### config.mk
export PLATFORM = sky130hd
export DESIGN_NAME = cfg_bitstream_loader
export DESIGN_NICKNAME = d
export VERILOG_FILES = /design/src/rtl/cfg_loader_pkg.sv /design/src/rtl/cfg_serializer.sv /design/src/rtl/cfg_bitstream_loader.sv
export SDC_FILE = /design/constraint.sdc
export NUM_CORES = 1
export LEC_CHECK = 0
export CAP_MARGIN = 30
export CORE_MARGIN = 1
export CORE_UTILIZATION = 45
export CTS_CLUSTER_SIZE = 16
export DETAILED_ROUTE_END_ITERATION = 10
export GPL_TIMING_DRIVEN = 0
export PLACE_DENSITY_LB_ADDON = 0.1
export SKIP_CTS_REPAIR_TIMING = 1
export SLEW_MARGIN = 15
export SYNTH_ARGS = -nofsm -noshare
export SYNTH_HDL_FRONTEND = slang
export SYNTH_SLANG_ARGS = --single-unit
### constraint.sdc
create_clock -name clk -period 3.4 [get_ports clk]
set_input_delay 0.68 -clock clk [delete_from_list [all_inputs] [get_ports clk]]
set_output_delay 0.68 -clock clk [all_outputs]
set_load 0.01 [all_outputs]
### src/rtl/cfg_loader_pkg.sv
// Shared types and constants for the configuration bitstream loader.
package cfg_loader_pkg;

    typedef enum logic [2:0] {
        ST_IDLE,
        ST_SYNC,
        ST_SEG_ID,
        ST_LEN_HI,
        ST_LEN_LO,
        ST_SHIFT,
        ST_DONE,
        ST_ERR
    } state_t;

    localparam logic [1:0] ERR_NONE  = 2'd0;
    localparam logic [1:0] ERR_SYNC  = 2'd1;
    localparam logic [1:0] ERR_ZLEN  = 2'd2;
    localparam logic [1:0] ERR_SEGID = 2'd3;

    localparam logic [7:0] END_ID        = 8'hFF;
    localparam logic [7:0] DEF_SYNC_BYTE = 8'hA5;

    // Every state between leaving IDLE/DONE/ERR and returning to one of them.
    function automatic logic is_loading(input state_t s);
        return (s != ST_IDLE) && (s != ST_DONE) && (s != ST_ERR);
    endfunction

endpackage

### src/rtl/cfg_serializer.sv
// Byte buffer and bit counters that turn accepted data bytes into an MSB-first
// bit stream, one bit per clock, truncating the final partial byte.
module cfg_serializer #(
    parameter int LEN_W = 16
) (
    input  logic             clk,
    input  logic             reset,
    input  logic             len_load,
    input  logic [LEN_W-1:0] len,
    input  logic             take,
    input  logic [7:0]       data,
    output logic             cfg_bit,
    output logic             shift_next,
    output logic             last,
    output logic             ready
);

    logic [7:0]       buf_q;
    logic [2:0]       cnt;      // bits still to emit after the one on cfg_bit
    logic [LEN_W-1:0] rem;      // segment bits not yet loaded into the buffer
    logic             strobe;
    logic [3:0]       take_n;

    assign take_n     = (rem >= LEN_W'(8)) ? 4'd8 : rem[3:0];
    assign shift_next = take || (cnt != 3'd0);
    assign last       = strobe && (cnt == 3'd0) && (rem == '0);
    // A new byte is wanted only once the buffer is on its final bit.
    assign ready      = (cnt == 3'd0) && (rem != '0);

    always_ff @(posedge clk or posedge reset) begin
        if (reset) begin
            buf_q   <= 8'd0;
            cnt     <= 3'd0;
            rem     <= '0;
            strobe  <= 1'b0;
            cfg_bit <= 1'b0;
        end else if (len_load) begin
            rem    <= len;
            cnt    <= 3'd0;
            strobe <= 1'b0;
        end else if (take) begin
            cfg_bit <= data[7];
            buf_q   <= {data[6:0], 1'b0};
            cnt     <= 3'(take_n - 4'd1);
            rem     <= rem - LEN_W'(take_n);
            strobe  <= 1'b1;
        end else if (cnt != 3'd0) begin
            cfg_bit <= buf_q[7];
            buf_q   <= {buf_q[6:0], 1'b0};
            cnt     <= cnt - 3'd1;
            strobe  <= 1'b1;
        end else begin
            strobe <= 1'b0;
        end
    end

endmodule

### src/rtl/cfg_bitstream_loader.sv
// Configuration sequencer: parses sync/segment headers from the host byte
// stream and shifts each segment into its configuration chain.
module cfg_bitstream_loader
    import cfg_loader_pkg::*;
#(
    parameter int         NUM_SEG   = 4,
    parameter logic [7:0] SYNC_BYTE = DEF_SYNC_BYTE,
    parameter int         LEN_W     = 16
) (
    input  logic               clk,
    input  logic               reset,
    input  logic               start,
    input  logic               s_valid,
    input  logic [7:0]         s_data,
    output logic               s_ready,
    output logic               prgm_b,
    output logic               cfg_bit,
    output logic [NUM_SEG-1:0] cfg_shift,
    output logic [NUM_SEG-1:0] seg_loaded,
    output logic               busy,
    output logic               done,
    output logic               error,
    output logic [1:0]         err_code
);

    state_t             state, state_d;
    logic [7:0]         seg_id;
    logic [7:0]         len_hi;
    logic [1:0]         err_d;
    logic [LEN_W-1:0]   len_full;
    logic [NUM_SEG-1:0] seg_onehot;
    logic               hs, start_ok, len_load, ser_take;
    logic               shift_next, ser_last, ser_ready;

    assign hs       = s_valid && s_ready;
    assign start_ok = start && !is_loading(state);
    assign len_full = LEN_W'({len_hi, s_data});
    assign len_load = hs && (state == ST_LEN_LO) && (len_full != '0);
    assign ser_take = hs && (state == ST_SHIFT);

    cfg_serializer #(.LEN_W(LEN_W)) u_ser (
        .clk        (clk),
        .reset      (reset),
        .len_load   (len_load),
        .len        (len_full),
        .take       (ser_take),
        .data       (s_data),
        .cfg_bit    (cfg_bit),
        .shift_next (shift_next),
        .last       (ser_last),
        .ready      (ser_ready)
    );

    always_comb begin
        seg_onehot = '0;
        for (int i = 0; i < NUM_SEG; i++) begin
            seg_onehot[i] = (seg_id == 8'(i));
        end
    end

    always_comb begin
        s_ready = 1'b0;
        case (state)
            ST_SYNC, ST_SEG_ID, ST_LEN_HI, ST_LEN_LO: s_ready = 1'b1;
            ST_SHIFT:                                 s_ready = ser_ready;
            default:                                  s_ready = 1'b0;
        endcase
    end

    always_comb begin
        state_d = state;
        err_d   = ERR_NONE;
        case (state)
            ST_IDLE, ST_DONE, ST_ERR: begin
                if (start) state_d = ST_SYNC;
            end
            ST_SYNC: begin
                if (hs) begin
                    if (s_data == SYNC_BYTE) begin
                        state_d = ST_SEG_ID;
                    end else begin
                        state_d = ST_ERR;
                        err_d   = ERR_SYNC;
                    end
                end
            end
            ST_SEG_ID: begin
                if (hs) begin
                    if (s_data == END_ID) begin
                        state_d = ST_DONE;
                    end else if (32'(s_data) < NUM_SEG) begin
                        state_d = ST_LEN_HI;
                    end else begin
                        state_d = ST_ERR;
                        err_d   = ERR_SEGID;
                    end
                end
            end
            ST_LEN_HI: begin
                if (hs) state_d = ST_LEN_LO;
            end
            ST_LEN_LO: begin
                if (hs) begin
                    if (len_full == '0) begin
                        state_d = ST_ERR;
                        err_d   = ERR_ZLEN;
                    end else begin
                        state_d = ST_SHIFT;
                    end
                end
            end
            ST_SHIFT: begin
                if (ser_last) state_d = ST_SEG_ID;
            end
            default: state_d = ST_IDLE;
        endcase
    end

    always_ff @(posedge clk or posedge reset) begin
        if (reset) begin
            state      <= ST_IDLE;
            seg_id     <= 8'd0;
            len_hi     <= 8'd0;
            cfg_shift  <= '0;
            seg_loaded <= '0;
            busy       <= 1'b0;
            prgm_b     <= 1'b1;
            done       <= 1'b0;
            error      <= 1'b0;
            err_code   <= ERR_NONE;
        end else begin
            state     <= state_d;
            busy      <= is_loading(state_d);
            prgm_b    <= !is_loading(state_d);
            cfg_shift <= shift_next ? seg_onehot : '0;
            if (hs && (state == ST_SEG_ID)) seg_id <= s_data;
            if (hs && (state == ST_LEN_HI)) len_hi <= s_data;
            if (start_ok) begin
                seg_loaded <= '0;
                done       <= 1'b0;
                error      <= 1'b0;
                err_code   <= ERR_NONE;
            end else begin
                if ((state == ST_SHIFT) && ser_last) seg_loaded <= seg_loaded | seg_onehot;
                if ((state == ST_SEG_ID) && (state_d == ST_DONE)) done <= 1'b1;
                if ((state != ST_ERR) && (state_d == ST_ERR)) begin
                    error    <= 1'b1;
                    err_code <= err_d;
                end
            end
        end
    end

endmodule

# After elaboration in Yosys (flattened, before gate mapping)
# Cells that the tools add are included.
# Widths: inputs -> output; s select.
dict set report word_totals {
  ff_bits 62
  in_bits 12
  output_inout_bits 16
  elab_cells 121
}
dict set report classes {
  add_sub_neg 3
  order_cmp 2
  eq_ne 18
  muxes 42
  n_bitwise 2
  reduce_logical 39
}
# op n
set op_table {}
lappend op_table {{$mux 3} 12}
lappend op_table {{$logic_not 16->1} 2}
lappend op_table {{$mux 16} 2}
lappend op_table {{$reduce_bool 16->1} 2}
lappend op_table {{$eq 3x3->1 const B} 6}
lappend op_table {{$pmux 3 s6} 1}
lappend op_table {{$logic_and 1x1->1} 17}
lappend op_table {{$eq 8x2->1 const B} 2}
lappend op_table {{$eq 8x8->1 const B} 2}
lappend op_table {{$ge 16x4->1 const B} 1}
lappend op_table {{$mux 2} 8}
lappend op_table {{$mux 4} 4}
lappend op_table {{$mux 8} 2}
lappend op_table {{$sub 16x4->16} 1}
lappend op_table {{$ne 3x3->1 const B} 4}
lappend op_table {{$reduce_bool 3->1} 4}
lappend op_table {{$mux 1} 11}
lappend op_table {{$reduce_bool 2->1} 5}
lappend op_table {{$eq 8x1->1 const B} 1}
lappend op_table {{$logic_not 8->1} 1}
lappend op_table {{$lt 8x3->1 const B} 1}
lappend op_table {{$eq 3x2->1 const B} 2}
lappend op_table {{$logic_not 3->1} 2}
lappend op_table {{$pmux 2 s3} 1}
lappend op_table {{other kinds (10)} 12}

# Depth between registers and ports, before layout
dict set report logic_depth {
  word_depth 10
  depth_mapped 11
  ltp_nobuf 10
}

# Modules after synthesis
# A second synthesis with hierarchy kept.
dict set report unflattened {
  hier_cells 327
  hier_area_um2 3215.6
}
# module instances cells_each area_per_inst_um2 seq_area_each_um2
set by_module_without_submodules {}
lappend by_module_without_submodules {cfg_serializer 1 178 1625.3 700.7}
lappend by_module_without_submodules {cfg_bitstream_loader 1 149 1590.3 827.0}

# Worst setup path after synthesis
# OpenSTA, ideal clock, no wires.
dict set report synth_timing {
  kind {input -> register}
  start {input s_data[6]}
  end {register err_code[0]}
  arrival_time_ns 2.611
  slack_ns 0.663
  cell_stages 6
  path_buffers 0
  cell_sequence {or3_1 > or4_4 > nor4_1 > nor4_1 > a311o_1 > a311o_1}
}
dict set report synth_between {
  elab_chain_cells 8
  word_cells_on_any_way 23
  cone_classes {order compare (1); eq/ne (3); mux (16); reduce/logical (3)}
}
# element line_no
set synth_rtl {}
lappend synth_rtl {{from (decl)} cfg_bitstream_loader.sv:14} ;# input logic [7:0] s_data,
lappend synth_rtl {{$lt 8x3->1} cfg_bitstream_loader.sv:91} ;# end else if (32'(s_data) < NUM_SEG) begin
lappend synth_rtl {{$mux 3} cfg_bitstream_loader.sv:91}
lappend synth_rtl {{$mux 3} cfg_bitstream_loader.sv:89} ;# if (s_data == END_ID) begin
lappend synth_rtl {{$mux 3} cfg_bitstream_loader.sv:88} ;# if (hs) begin
lappend synth_rtl {{$pmux 3 s6} cfg_bitstream_loader.sv:73} ;# case (state)
lappend synth_rtl {{$eq 3x3->1} cfg_bitstream_loader.sv:146} ;# if ((state != ST_ERR) && (state_d == ST_ERR)) begin
lappend synth_rtl {{$logic_and 1x1->1} cfg_bitstream_loader.sv:146}
lappend synth_rtl {{$reduce_bool 2->1 (no line)} n/a}
lappend synth_rtl {{to (signal assigned)} cfg_bitstream_loader.sv:148} ;# err_code <= err_d;
lappend synth_rtl {{to (decl)} cfg_bitstream_loader.sv:23} ;# output logic [1:0] err_code
# Parallel ways exist; a longest one is shown, timed or not. The select of a mux whose other input is x is not followed.
# A chain may end at the register's enable or synchronous reset.

# Worst setup path in the final report
dict set report layout_timing {
  start {input s_data[6]}
  end {register err_code[1]}
}
# The elaborated chain is that of the path after synthesis.

==> flow_summary.ini <==
[finish]
area.growth.synth_to_final_pct = 21.2
fill_cells = 598
num-nets-final = 357
mostFrequentLayoutCell = sky130_fd_sc_hd__dfrtp_1
finalCoreUtilization_pct = 57.0
final_cell_mix = sky130_fd_sc_hd__dfrtp_1, sky130_fd_sc_hd__nand2_1, sky130_fd_sc_hd__nor2_1
fraction_of_final_layout_cells_with_drive_strength_greater_than_1_pct = 15.2
insertedDiodeCount = 0
register_area_um2 = 1530
area_of_combinational_cells_with_multiple_inputs_um2 = 1410

[sta]
rsz0062_at_grt = false
maxSlewHeadroom_pct = 40.5
layout_min_cycle_time_ps = 3240
worst_slew_pin_slew_ps = 888
fmaxAchievable_mhz = 308
setup_violations = 0
fin_skew_ps = 6.81
final_hold_viol_count = 0
period_share_pct = 95.4
final-max-slew-violation-count = 0

[routing]
detailedRoute.firstIterationViolations = 217
vias = 2516
firstDrtPassIters = 4
drt_drc_violations_left = 0
routed_wl_um = 7380
final_antenna_net_count = 0
routed_wire_length_per_instance_um = 17.4
drt-vias-per-instance = 5.92

[synth]
synth.yosys.warnings = 0
ys.flop_type = sky130_fd_sc_hd__dfrtp_1
synth_top_area_cell = sky130_fd_sc_hd__dfrtp_1
postSynthCellCount = 302
synth_async_sr_flop_share_pct = 100
area_share_of_the_largest_cell_type_after_synthesis_pct = 50.0
ys_ff_latch = 61
post_synth_main_area_contributors = sky130_fd_sc_hd__dfrtp_1, sky130_fd_sc_hd__mux2_2, sky130_fd_sc_hd__nand2_1
mappedNetlistNets = 316
number_of_enable_type_register_cells_in_the_synthesized_netlist = 0
syn_area_um2 = 3000
synth.avg_cell_area_um2 = 9.94
ys_seq_area_share_pct = 50.9
synth_unique_cells = 53

[critical_path]
start_kind = primary input
regToRegStartpoint = u_ser.rem[8]
worst_path_fanout_max = 6
cp_data_arrival_time_ps = 3470
cp_launch_point = s_data[6]
element_type_at_the_critical_path_end = flip-flop
worst_setup_path_category = primary input to flip-flop
worst-r2r-setup-slack_ps = 400
critPathRequiredTime_ps = 3630

[power_and_ir_drop]
power.share.clock_pct = 21.7
switchingPower_mw = 1.27
switching_share_pct = 37.7
share_seq_of_total_power_pct = 38.0
cellInternalPower_mw = 2.10
pwr-share-comb_pct = 40.3
total_power_mw = 3.36
vdd_ir_drop_max_v = 0.000487
total_leakage_power_nw = 1.54
power.density_nw_per_um2 = 924

[cts]
clock-sinks = 61
cts.htree.levels = 3
worstSkewPairLatency_ps = 340
cts_buffers = 9
cts_tree = built
clockRootBuffer = sky130_fd_sc_hd__clkbuf_8
cts.clk_slew.worst_paths_ps = 80
number_of_buffers_between_clock_root_and_the_deepest_sink = 2

[die]
fp-row-count = 29
chipHeight_um = 83.7
fp.dieArea_um2 = 7000
core_um2 = 6390
chipWidth_um = 83.7
initial_utilization_pct = 47.0
design.portCount = 28

[global_route]
vias_in_the_first_global_route = 2335
grt_max_degree = 62
grt_antenna_before_repair = 0
grt_util_all_layers_pct = 22.6
overflow = 0
wire_length_of_the_first_global_routing_pass_um = 12200

[place]
dp.final_hpwl_um = 4900
io_buffer_count = 27
globalplace.congestion = 0.797

[worst_hold_path]
min_path_type = flip-flop to flip-flop
hold_path_startpoint = done

[job]
drv.max_cap_violation_count = 0

[run_status]
outcome = complete, no violations
-- worst max-delay path: stages --
cell and delay [ps]:
sky130_fd_sc_hd__clkdlybuf4s50_1 600, sky130_fd_sc_hd__or3_1 500, sky130_fd_sc_hd__or4_4 470, sky130_fd_sc_hd__nor4_2 390, sky130_fd_sc_hd__nor4_1 170, sky130_fd_sc_hd__a311o_1 340
sky130_fd_sc_hd__a311o_1 320
-- path summary, 6_finish.rpt --
path | end | depth (start not counted)
max in group asynchronous | u_ser.rem[11] | 2
worst max register to register | u_ser.rem[12] | 11
worst max-delay path | err_code[1] | 7
worst min-delay path | done | 2
worst min register to register | done | 2
min in group asynchronous | state[2] | 2
-- cell families after synthesis --
logic type	synth area share, %
and+or+nand+nor	20.8
xor gates and xnor gates	0.583
DFF	50.9
adders and majority gates	0.833
other	0.125
muxes	6.83
buffers and inverters	2.71
AOI/OAI and AO/OA	17.3
-- cells in the mapped netlist, types with 2 or more instances --
cell                       number
sky130_fd_sc_hd__a21o_1         2
sky130_fd_sc_hd__a21oi_1       10
sky130_fd_sc_hd__a221o_1        5
sky130_fd_sc_hd__a221oi_1       2
sky130_fd_sc_hd__a22o_1         2
sky130_fd_sc_hd__a22oi_1        2
sky130_fd_sc_hd__a311o_1        3
sky130_fd_sc_hd__a31oi_1       13
sky130_fd_sc_hd__a32o_1         2
sky130_fd_sc_hd__and2_1         2
sky130_fd_sc_hd__and3_1         3
sky130_fd_sc_hd__buf_2          5
sky130_fd_sc_hd__clkbuf_1       8
sky130_fd_sc_hd__dfrtp_1       60
sky130_fd_sc_hd__ha_1           2
sky130_fd_sc_hd__inv_1          6
sky130_fd_sc_hd__mux2_2        16
sky130_fd_sc_hd__nand2_1       39
sky130_fd_sc_hd__nand3_1        8
sky130_fd_sc_hd__nand4_1        3
sky130_fd_sc_hd__nor2_1        37
sky130_fd_sc_hd__nor2b_1        3
sky130_fd_sc_hd__nor3_1         8
sky130_fd_sc_hd__nor4_1         7
sky130_fd_sc_hd__o211ai_1       4
sky130_fd_sc_hd__o21ai_0        7
sky130_fd_sc_hd__o311a_1        2
sky130_fd_sc_hd__o311ai_0       3
sky130_fd_sc_hd__o31a_1         3
sky130_fd_sc_hd__or3_1          8
sky130_fd_sc_hd__or4_1          3
sky130_fd_sc_hd__or4_4          2
sky130_fd_sc_hd__xor2_1         2
-- layer usage --
layer | GRT usage [%] | vias up | part of all wire (%)
li1 | - | 1206 | -
met1 | 33.4 | 1241 | 49
met2 | 33.0 | 58 | 45
met3 | 3.96 | 11 | 3.9
met4 | 8.78 | 0 | 1.6
met5 | 0 | - | 0
-- metrics by stage --
step           std cells  instance area (um2)  TNS, ps  hold WS [ps]  worst slack [ps]
2_1_floorplan        302                 3000        0           466               663
3_3_place_gp         406                 3370    -3430           487              -325
3_5_place_dp         406                 3370    -3070           491              -312
4_1_cts              422                 3590     -145           513              -145
5_1_grt              425                 3640        0           524              83.9
6_report             425                 3640        0           510               155
-- sequential cells by signal (all words and copies together), names as in the netlist, 2 cells and up --
signal       count
len_hi           8
state            3
cfg_shift        4
seg_id           8
err_code         2
u_ser.buf_q      7
seg_loaded       4
u_ser.rem       16
u_ser.cnt        3
-- cell type report --
cell class / count / area share (%)
buffer: 13 / 1.51
sequential: 61 / 42.0
multi-input combinational: 221 / 38.8
clock inverter: 7 / 2.72
tap: 77 / 2.65
clock buffer: 9 / 3.40
timing repair buffer: 30 / 8.11
inverter: 7 / 0.791
-- power by group through the flow --
stage	clock network (mW)	registers (mW)	logic, mW
floorplan	0	1.25	0.959
global placement	0	1.28	1.32
detailed placement	0	1.29	1.33
CTS	0.742	1.27	1.34
global route	0.774	1.32	1.52
finish	0.729	1.28	1.35
(Power assumes the default switching activity.)
==> RTL edit: new RTL, same settings <==
`LEN_W` is set to 16 in 2 places; all go to 8.
--- a/src/rtl/cfg_serializer.sv
+++ b/src/rtl/cfg_serializer.sv
@@ -3,3 +3,3 @@
 module cfg_serializer #(
-    parameter int LEN_W = 16
+    parameter int LEN_W = 8
 ) (
--- a/src/rtl/cfg_bitstream_loader.sv
+++ b/src/rtl/cfg_bitstream_loader.sv
@@ -7,3 +7,3 @@
     parameter logic [7:0] SYNC_BYTE = DEF_SYNC_BYTE,
-    parameter int         LEN_W     = 16
+    parameter int         LEN_W     = 8
 ) (
Check against the original RTL: not equivalent (a bounded check fails within 10 cycles, from zero or initial values and one cycle with reset high).
==> RTL edit against the original RTL <==
Non-clock buffer count decreased by 4; sequential cell count down 16; synthesized area is 21% lower; worst setup slack better by 0.23 ns; global-route usage shrank 1.1 points; worst hold slack got worse by 0.020 ns; final area down 22%; total power decreased by 31%; maximum frequency is 7.7% higher; via count shrank 20%; wire length fell by 25%; critical endpoint unchanged; largest power group unchanged.
==> RTL edit: results <==
{
  "critPathMaxStageDelay_ns": 0.62,
  "min_to": "u_ser.buf_q[5]",
  "critPathSlowestCell": "or4_4",
  "r2r_start": "u_ser.rem[7]",
  "clk_latency_ns": 0.29,
  "grt_pass1_vias": 1855,
  "first_iter_violations": 145,
  "leakagePower_nw": 1.20,
  "critPathTopFamily": "compound AO/OA/AOI/OAI gates",
  "min_from": "u_ser.buf_q[5]",
  "drt-wirelength-per-cell_um": 15.5,
  "grt_pass1_wl_um": 8880,
  "cts_buffers": 5,
  "met2WireLength_um": 2560,
  "grt_usage_pct": 21.5,
  "cp_max_fo": 6,
  "status": "completed",
  "syn_nets": 267,
  "hold_ws_ns": 0.490,
  "vias": 2012,
  "peakVddDrop_mv": 0.381,
  "reg_top3": "seg_id x8, u_ser.rem x8, u_ser.buf_q x7",
  "wl_met1_um": 2730,
  "pre_cts_ws_ns": 0.0122,
  "cts_max_level": 2,
  "cts_buffer_depth": 2,
  "tightest_slew_ns": 0.561,
  "drc_errors": 0,
  "ys_types": 55,
  "grtUsageMet2_pct": 33.6,
  "routed.top_layer": "met4",
  "finClkSkew_ns": 0.00481,
  "synthTopCellsByCount": "44 x dfrtp_1, 29 x nor2_1, 25 x nand2_1",
  "r2r_end": "u_ser.buf_q[3]",
  "reg2reg_depth": 7,
  "gp_congestion": 0.862,
  "worstPathArrival_ns": 3.17,
  "grtUsageMet1_pct": 30.5,
  "nFillCells": 481,
  "drive_above_1_share_pct": 8.68,
  "hpwl_um": 4000,
  "io_buffers": 26,
  "met3_wirelength_um": 164,
  "tns_ns": 0,
  "use_met3_pct": 2.81,
  "grt_start_max_net_pins": 37,
  "yosysMostFrequentCell": "dfrtp_1",
  "netlist_top_cells_area": "dfrtp_1 46%, nor2_1 4.6%, nand2_1 3.9%, mux2i_1 3.8%, o21ai_0 3.8%",
  "whs_path_depth": 2,
  "nNetsFinal": 302,
  "yosysSeqAreaShare_pct": 47.4,
  "intPower_mw": 1.40,
  "rrSetupSlack_ns": 0.81
}
[RTL edit: cells by family (layout without fill, tap and decap cells)]
| group | count (synthesis) | count (layout) | synth area share (%) |
|---|---|---|---|
| AOI/OAI and AO/OA | 71 | 71 | 20.4 |
| other | 1 | 1 | 0.158 |
| muxes | 15 | 15 | 6.64 |
| and+or+nand+nor | 94 | 94 | 20.1 |
| DFF | 45 | 45 | 47.4 |
| adders and majority gates | 2 | 2 | 1.05 |
| buffers and inverters | 24 | 59 | 3.90 |
| xor gates and xnor gates | 1 | 1 | 0.369 |
[RTL edit: how the worst max path moves through the flow]
stage                    from      endpoint  slack, ns  cells after the start
floorplan           s_data[4]   err_code[0]       0.87                      6
CTS                 s_data[4]   err_code[1]       0.33                      7
detailed placement  s_data[4]   err_code[1]       0.01                      7
finish              s_data[4]   err_code[1]       0.39                      7
global route        s_data[4]  u_ser.rem[4]       0.21                      7
global placement    s_data[4]   err_code[1]       0.04                      7
[RTL edit: cell type report]
type | instances | area (µm²) | share of cell area (%)
Inverter | 13 | 48.8 | 1.71
Multi-Input combinational cell | 184 | 1160 | 40.5
Tap cell | 70 | 87.6 | 3.07
Clock buffer | 5 | 68.8 | 2.41
Clock inverter | 2 | 35.0 | 1.23
Timing Repair Buffer | 28 | 285 | 10.0
Buffer | 11 | 43.8 | 1.54
Sequential cell | 45 | 1130 | 39.5
[RTL edit: power by group through the flow]
stage	logic (mW)	registers, mW	clock network (mW)
final	1.06	0.875	0.384
after CTS	1.05	0.873	0.399
after global routing	1.18	0.897	0.415
after global placement	1.03	0.878	0
after floorplan	0.747	0.866	0
after detailed placement	1.05	0.882	0
[RTL edit: through the flow]
stage | cells | cell area (µm²)
floorplan | 253 | 2380
global placement | 349 | 2720
detailed placement | 350 | 2740
CTS | 357 | 2850
global route | 358 | 2850
finish | 358 | 2850
